## src/rtl/router_port_sink.sv

```systemverilog
// Drains one router output port, parses the {len,addr} header, streams the payload through a skid FIFO and checks the parity byte.
// Latency: the header read edge is followed by one header cycle, and each payload byte is pushed one edge after its read.
// Backpressure: reads stop when the buffered bytes plus the read in flight reach DEPTH; the parity read needs no buffer space.
//
// Ports: clock/resetn (async active-low); vld_out_i/data_out_i/read_enb_o = router port read side;
//        m_data/m_valid/m_ready/m_last = payload stream; pkt_done/pkt_len/pkt_addr/parity_err/trunc_err =
//        per-packet status strobe; busy_o = packet in progress.
// Optional feature: define SINK_TIMEOUT_EN to abort a packet whose port stays empty for STALL_MAX cycles mid-packet.
module router_port_sink #(
  parameter int DEPTH     = 4,
  parameter int STALL_MAX = 32
) (
  input  logic       clock,
  input  logic       resetn,
  input  logic       vld_out_i,
  input  logic [7:0] data_out_i,
  output logic       read_enb_o,
  output logic [7:0] m_data,
  output logic       m_valid,
  input  logic       m_ready,
  output logic       m_last,
  output logic       pkt_done,
  output logic [5:0] pkt_len,
  output logic [1:0] pkt_addr,
  output logic       parity_err,
  output logic       trunc_err,
  output logic       busy_o
);

  localparam int AW = (DEPTH > 1) ? $clog2(DEPTH) : 1;

  typedef enum logic [1:0] {S_IDLE, S_HDR, S_BODY, S_DONE} state_t;

  state_t      r_state;
  logic [5:0]  r_len;
  logic [1:0]  r_addr;
  logic [6:0]  r_to_issue;   // reads still to issue: payload plus parity
  logic [5:0]  r_rcvd;       // bytes captured so far in BODY
  logic        r_inflight;   // a BODY read was accepted last edge; its data is on the bus now
  logic [7:0]  r_xor;        // running XOR of header and captured payload
  logic        r_pkt_done;
  logic [5:0]  r_pkt_len;
  logic [1:0]  r_pkt_addr;
  logic        r_parity_err;
  logic        r_trunc_err;
  logic        r_busy;

  logic [8:0]  r_mem [DEPTH];
  logic [AW-1:0] r_wr_ptr;
  logic [AW-1:0] r_rd_ptr;
  logic [AW:0]   r_count;

  logic w_rd_en;
  logic w_capture;
  logic w_push;
  logic w_is_parity;
  logic w_pop;
  logic w_last;
  logic w_stall_hit;

  // The credit counts the read in flight so a push can never land on a full FIFO.
  always_comb begin
    w_rd_en = 1'b0;
    case (r_state)
      S_IDLE:  w_rd_en = vld_out_i;
      S_BODY:  w_rd_en = vld_out_i && (r_to_issue != 7'd0) &&
                         ((r_to_issue == 7'd1) || (int'(r_count) + int'(r_inflight) < DEPTH));
      default: w_rd_en = 1'b0;
    endcase
  end

  assign w_capture   = (r_state == S_BODY) && r_inflight;
  assign w_push      = w_capture && (r_rcvd < r_len);
  assign w_is_parity = w_capture && (r_rcvd == r_len);
  assign w_last      = (r_rcvd == r_len - 6'd1);
  assign w_pop       = (r_count != '0) && m_ready;

`ifdef SINK_TIMEOUT_EN
  localparam int SW = $clog2(STALL_MAX + 1);
  logic [SW-1:0] r_stall;
  logic          w_stall_cond;

  assign w_stall_cond = (r_state == S_BODY) && (r_to_issue != 7'd0) && !vld_out_i;
  assign w_stall_hit  = w_stall_cond && (int'(r_stall) + 1 >= STALL_MAX);

  always_ff @(posedge clock or negedge resetn) begin
    if (!resetn) begin
      r_stall <= '0;
    end else if (w_stall_cond && !w_stall_hit) begin
      r_stall <= r_stall + 1'b1;
    end else begin
      r_stall <= '0;
    end
  end
`else
  assign w_stall_hit = 1'b0;
`endif

  always_ff @(posedge clock or negedge resetn) begin
    if (!resetn) begin
      r_state      <= S_IDLE;
      r_len        <= '0;
      r_addr       <= '0;
      r_to_issue   <= '0;
      r_rcvd       <= '0;
      r_inflight   <= 1'b0;
      r_xor        <= '0;
      r_pkt_done   <= 1'b0;
      r_pkt_len    <= '0;
      r_pkt_addr   <= '0;
      r_parity_err <= 1'b0;
      r_trunc_err  <= 1'b0;
      r_busy       <= 1'b0;
    end else begin
      r_pkt_done <= 1'b0;
      r_inflight <= (r_state == S_BODY) && w_rd_en;
      case (r_state)
        S_IDLE: begin
          if (w_rd_en) begin
            r_state <= S_HDR;
            r_busy  <= 1'b1;
          end
        end
        S_HDR: begin
          r_len      <= data_out_i[7:2];
          r_addr     <= data_out_i[1:0];
          r_to_issue <= {1'b0, data_out_i[7:2]} + 7'd1;
          r_rcvd     <= '0;
          r_xor      <= data_out_i;
          r_state    <= S_BODY;
        end
        S_BODY: begin
          if (w_rd_en) begin
            r_to_issue <= r_to_issue - 7'd1;
          end
          if (w_capture) begin
            r_rcvd <= r_rcvd + 6'd1;
            r_xor  <= r_xor ^ data_out_i;
          end
          if (w_is_parity) begin
            r_pkt_done   <= 1'b1;
            r_pkt_len    <= r_len;
            r_pkt_addr   <= r_addr;
            r_parity_err <= ((r_xor ^ data_out_i) != 8'd0);
            r_trunc_err  <= 1'b0;
            r_state      <= S_DONE;
          end else if (w_stall_hit) begin
            r_pkt_done   <= 1'b1;
            r_pkt_len    <= r_len;
            r_pkt_addr   <= r_addr;
            r_parity_err <= 1'b0;
            r_trunc_err  <= 1'b1;
            r_state      <= S_DONE;
          end
        end
        default: begin
          r_busy  <= 1'b0;
          r_state <= S_IDLE;
        end
      endcase
    end
  end

  // Skid FIFO; storage is cleared on reset so the head reads 0 out of reset.
  always_ff @(posedge clock or negedge resetn) begin
    if (!resetn) begin
      for (int i = 0; i < DEPTH; i++) begin
        r_mem[i] <= '0;
      end
      r_wr_ptr <= '0;
      r_rd_ptr <= '0;
      r_count  <= '0;
    end else begin
      if (w_push) begin
        r_mem[r_wr_ptr] <= {w_last, data_out_i};
        r_wr_ptr        <= r_wr_ptr + 1'b1;
      end
      if (w_pop) begin
        r_rd_ptr <= r_rd_ptr + 1'b1;
      end
      case ({w_push, w_pop})
        2'b10:   r_count <= r_count + 1'b1;
        2'b01:   r_count <= r_count - 1'b1;
        default: r_count <= r_count;
      endcase
    end
  end

  assign read_enb_o = w_rd_en;
  assign m_valid    = (r_count != '0);
  assign m_data     = r_mem[r_rd_ptr][7:0];
  assign m_last     = r_mem[r_rd_ptr][8];
  assign pkt_done   = r_pkt_done;
  assign pkt_len    = r_pkt_len;
  assign pkt_addr   = r_pkt_addr;
  assign parity_err = r_parity_err;
  assign trunc_err  = r_trunc_err;
  assign busy_o     = r_busy;

endmodule

```

## config.mk

```make
export PLATFORM = sky130hd
export DESIGN_NAME = router_port_sink
export DESIGN_NICKNAME = d
export VERILOG_FILES = /design/src/rtl/router_port_sink.sv
export SDC_FILE = /design/constraint.sdc
export NUM_CORES = 1
export LEC_CHECK = 0
export BUFFER_PORTS_ARGS = -buffer_cell sky130_fd_sc_hd__buf_4
export CORE_ASPECT_RATIO = 1.25
export CORE_UTILIZATION = 45
export DETAILED_ROUTE_END_ITERATION = 7
export HOLD_SLACK_MARGIN = 0.15
export PLACE_DENSITY = 0.63
export SKIP_LAST_GASP = 1
export SLEW_MARGIN = 20
export SYNTH_ARGS = -nofsm -noshare
export SYNTH_HDL_FRONTEND = slang
export SYNTH_SLANG_ARGS = --single-unit
```

## constraint.sdc

```tcl
create_clock -name clock -period 3.2 [get_ports clock]
set_input_delay 0.16 -clock clock [delete_from_list [all_inputs] [get_ports clock]]
set_output_delay 0.16 -clock clock [all_outputs]
set_load 0.03 [all_outputs]
```

==> reports/qor.tcl <==
set qor(result_of_the_run) {finished clean}
set qor(drive_above_1_share_pct) 27.0
set qor(synthDominantAreaCellType) {dfrtp_1}
set qor(path_max_fanout) 5
set qor(max_freq_ghz) 0.376
set qor(power.share.sequential_pct) 37.7
set qor(layout_common_cells) {dfrtp_1, mux2_2, buf_4}
set qor(crit_slowest_cell) {dfrtp_1}
set qor(via_count) 3039
set qor(vdd_drop_max_uv) 379
set qor(max_slew.worst_pin.slew_ns) 0.779
set qor(comb_power_share_pct) 41.7
set qor(most_frequent_cell_on_the_critical_path) {inv_1}
set qor(final_cell_area_sq_um) 5180
set qor(insertion_delay_ns) 0.34
set qor(skew_ns) 0.00599
set qor(clock_path_buffers) 2
set qor(stdcell_count) 555
set qor(postRouteAntennaNets) 0
set qor(final-setup-viol-count) 0
set qor(worst_path_largest_cell_delay_ns) 0.42
set qor(maxSlewViolCount) 0
set qor(via_per_inst) 5.48
set qor(rows) 40
set qor(final.period_utilization_pct) 83.1
set qor(grt_antenna_before_repair) 0
set qor(post_synth_inst_count) 383
set qor(fillers) 852
set qor(placeableCoreArea_sq_um) 9560
set qor(mostFrequentLayoutCell) {dfrtp_1}
set qor(floorplan.initialDensity_pct) 46.2
set qor(post_place_cell_area_sq_um) 4810
set qor(total_switching_power_w) 0.00193
set qor(launch_instance_of_the_worst_register_to_register_path) {r_len[3]$_DFFE_PN0P_}
set qor(grt_start_max_net_pins) 62
set qor(cp.arrival_ns) 2.88
set qor(yosys_most_used_dff) {dfrtp_1}
set qor(route.detailed.wl_per_inst_um) 16.3
set qor(min_delay_path_class) {primary input to register}
set qor(post_synth_instance_area_sq_um) 4420
set qor(startpoint) {r_len[3]$_DFFE_PN0P_}
set qor(number_of_synthesized_flops_with_an_enable_pin) 0
set qor(die_area_sq_um) 10200
set qor(synth.net_count) 416
set qor(detailedRoute.firstIterationViolations) 136
set qor(synth.top_cells.by_area) {dfrtp_1, mux2_2, ha_1, mux4_2, xor2_1}
set qor(number_of_port_buffers) 33
set qor(post-layout-total-power_w) 0.00512
set qor(die_width_um) 90.6
set qor(antenna_cells_inserted) 0
set qor(async_reset_ff_share_pct) 100
set qor(drt_drc_violations_left) 0
set qor(cts_setup_buffers) 0
set qor(yosysUniqueCellTypes) 49
set qor(path_class) {register to register}
set qor(powerDensity_nw_per_um2) 988
set qor(cp.required_ns) 3.42
set qor(firstDrtPassIters) 5
set qor(timing.final.hold_violations) 0
set qor(drt-total-wl_um) 9030
set qor(tritoncts_num_sinks) 86
set qor(htreeDepth) 3
set qor(global_route.usage.total_pct) 19.4
set qor(sequential_cell_area_sq_um) 2150
set qor(synthToLayoutAreaGrowth_pct) 17.4
set qor(routabilityCongestion) 0.802
set qor(placed_cells_incl_taps) 532
set qor(grt_first_pass_wirelength_um) 15400
set qor(setup_total_negative_slack_ns) 0
set qor(power.share.switching_pct) 37.6
set qor(worst_setup_path_start_kind) {register}
set qor(place_hpwl_um) 6300
set qor(grt_setup_unrepaired) {no}
set qor(gr-total-overflow) 0
set qor(final_net_count) 457
set qor(max_cap_violations) 0
set qor(internal_power_w) 0.00320
set qor(timing.hold.worst.start) {data_out_i[4]}
set qor(worstSetupEndpointType) {register}
set qor(p_clk_share_pct) 20.5
set qor(clockRootBuffer) {clkbuf_16}
set qor(synth_largest_type_area_fraction_pct) 48.7
set qor(power.leakage_nw) 2.31
set qor(timing.critical_path.cells) {inv_1, ha_1, a21o_1, a21o_1, a2111oi_4, inv_1, ha_1, inv_1, fa_1, xor2_1, nor2_1, xor2_1}
set qor(grt_pass1_vias) 3002
set qor(io_pins) 35
set qor(die_height_um) 113
set qor(tritoncts.num_buffers) 9
set qor(clk_pin_slew_ns) 0.06
set qor(cts_tree) {done}
set qor(synth.ff_latch_count) 86
set qor(syn_area_per_cell_sq_um) 11.5
set qor(final_core_util_pct) 54.2
set qor(relSlewSlack_pct) 48.0
set qor(finalWorstPathRequiredPeriod_ns) 2.66
set qor(yosys_warnings) 0
set qor(synth-seq-area-share_pct) 48.7
set qor(multi_input_area_sq_um) 2110
-- critical path: cells and delay by family (launching register included) --
family                     cells  cell delay [ns]
adders and majority gates      3             0.74
xor gates and xnor gates       2             0.31
buffers and inverters          3             0.28
and+or+nand+nor                1             0.07
AOI/OAI and AO/OA              3             0.72
DFF                            1             0.42
-- worst paths after layout --
path                       slack [ns]  cells after the start                     end
setup / recovery                 0.54                     12  r_count[2]$_DFFE_PN0P_
hold / removal                   0.16                      2    r_xor[4]$_DFFE_PN0P_
setup reg to reg                 0.54                     12  r_count[2]$_DFFE_PN0P_
hold reg to reg                  0.49                      1  r_count[2]$_DFFE_PN0P_
max in group asynchronous        2.05                      3    r_len[2]$_DFFE_PN0P_
min in group asynchronous        0.45                      2   r_mem[18]$_DFFE_PN0P_
-- final cells by class --
type	instances	area share [%]
sequential	86	41.5
multi-input combinational	256	40.7
timing repair buffer	47	7.14
clock buffer	13	5.02
tap	126	3.04
inverter	24	1.74
clock inverter	3	0.821
-- cells by family (layout without fill, tap and decap cells) --
| group | count (synthesis) | count (layout) | share of synthesized area [%] |
|---|---|---|---|
| adder cells (fa/ha/maj) | 21 | 21 | 6.12 |
| flip-flops | 86 | 86 | 48.7 |
| AND/OR/NAND/NOR | 84 | 84 | 9.29 |
| other | 1 | 1 | 0.0849 |
| buffers and inverters | 41 | 87 | 3.57 |
| multiplexers | 57 | 57 | 16.8 |
| AO/OA/AOI/OAI | 67 | 67 | 10.3 |
| XOR/XNOR | 26 | 26 | 5.16 |
-- synthesized netlist by cell type (2+ instances only) --
cell type  count
clkbuf_1      12
nand4_1        4
or3_1          2
dfrtp_1       86
and3_1         2
o21ai_0       19
nor3_1        11
xor2_1        15
a311oi_1       8
mux2_2        44
nand2b_1       2
o32ai_1        2
nand2_2        4
nor2_1        16
inv_1         23
xnor2_1       11
nand2_1       23
ha_1          20
o22ai_1        3
buf_1          4
a21oi_1       15
nand3_1        9
o31ai_1        2
o211ai_1       2
nor4_1         3
mux2_1         2
mux2i_1        2
and2_1         3
mux4_2         9
nor4b_1        2
a21o_1         2
a31oi_1        4
-- sequential cells by signal, summed over array words and instances (netlist names), 3 cells and up --
name and cells:
r_mem 36, r_rcvd 6, r_count 3, pkt_len 6
r_xor 8, r_len 6, r_to_issue 7
-- power by group through the flow --
stage | logic (W) | registers (W) | clock network [W]
2_1_floorplan | 0.00162 | 0.00188 | 0
3_3_place_gp | 0.00210 | 0.00193 | 0
3_5_place_dp | 0.00215 | 0.00196 | 0
4_1_cts | 0.00216 | 0.00194 | 0.00107
5_1_grt | 0.00237 | 0.00201 | 0.00112
6_report | 0.00214 | 0.00193 | 0.00105
-- per-stage QoR --
step | setup slack, ns | hold WS (ns)
detailed placement | 0.558 | 0.290
global placement | 0.671 | 0.288
CTS | 0.546 | 0.157
finish | 0.541 | 0.161
floorplan | 0.531 | -0.136
global route | 0.351 | 0.182
-- timing repair --
item | 4_1_cts | 5_1_grt
hold buffers | 7 | 0
endpoints found under the hold margin | 70 | 0
resized for setup | 0 | 0
-- routing by layer --
layer  part of all wire [%]  GRT usage (%)
met2                     48           30.7
met1                     48           26.9
met5                      0              0
met4                    1.6           6.77
met3                    2.4           3.43
(Power assumes the default switching activity.)
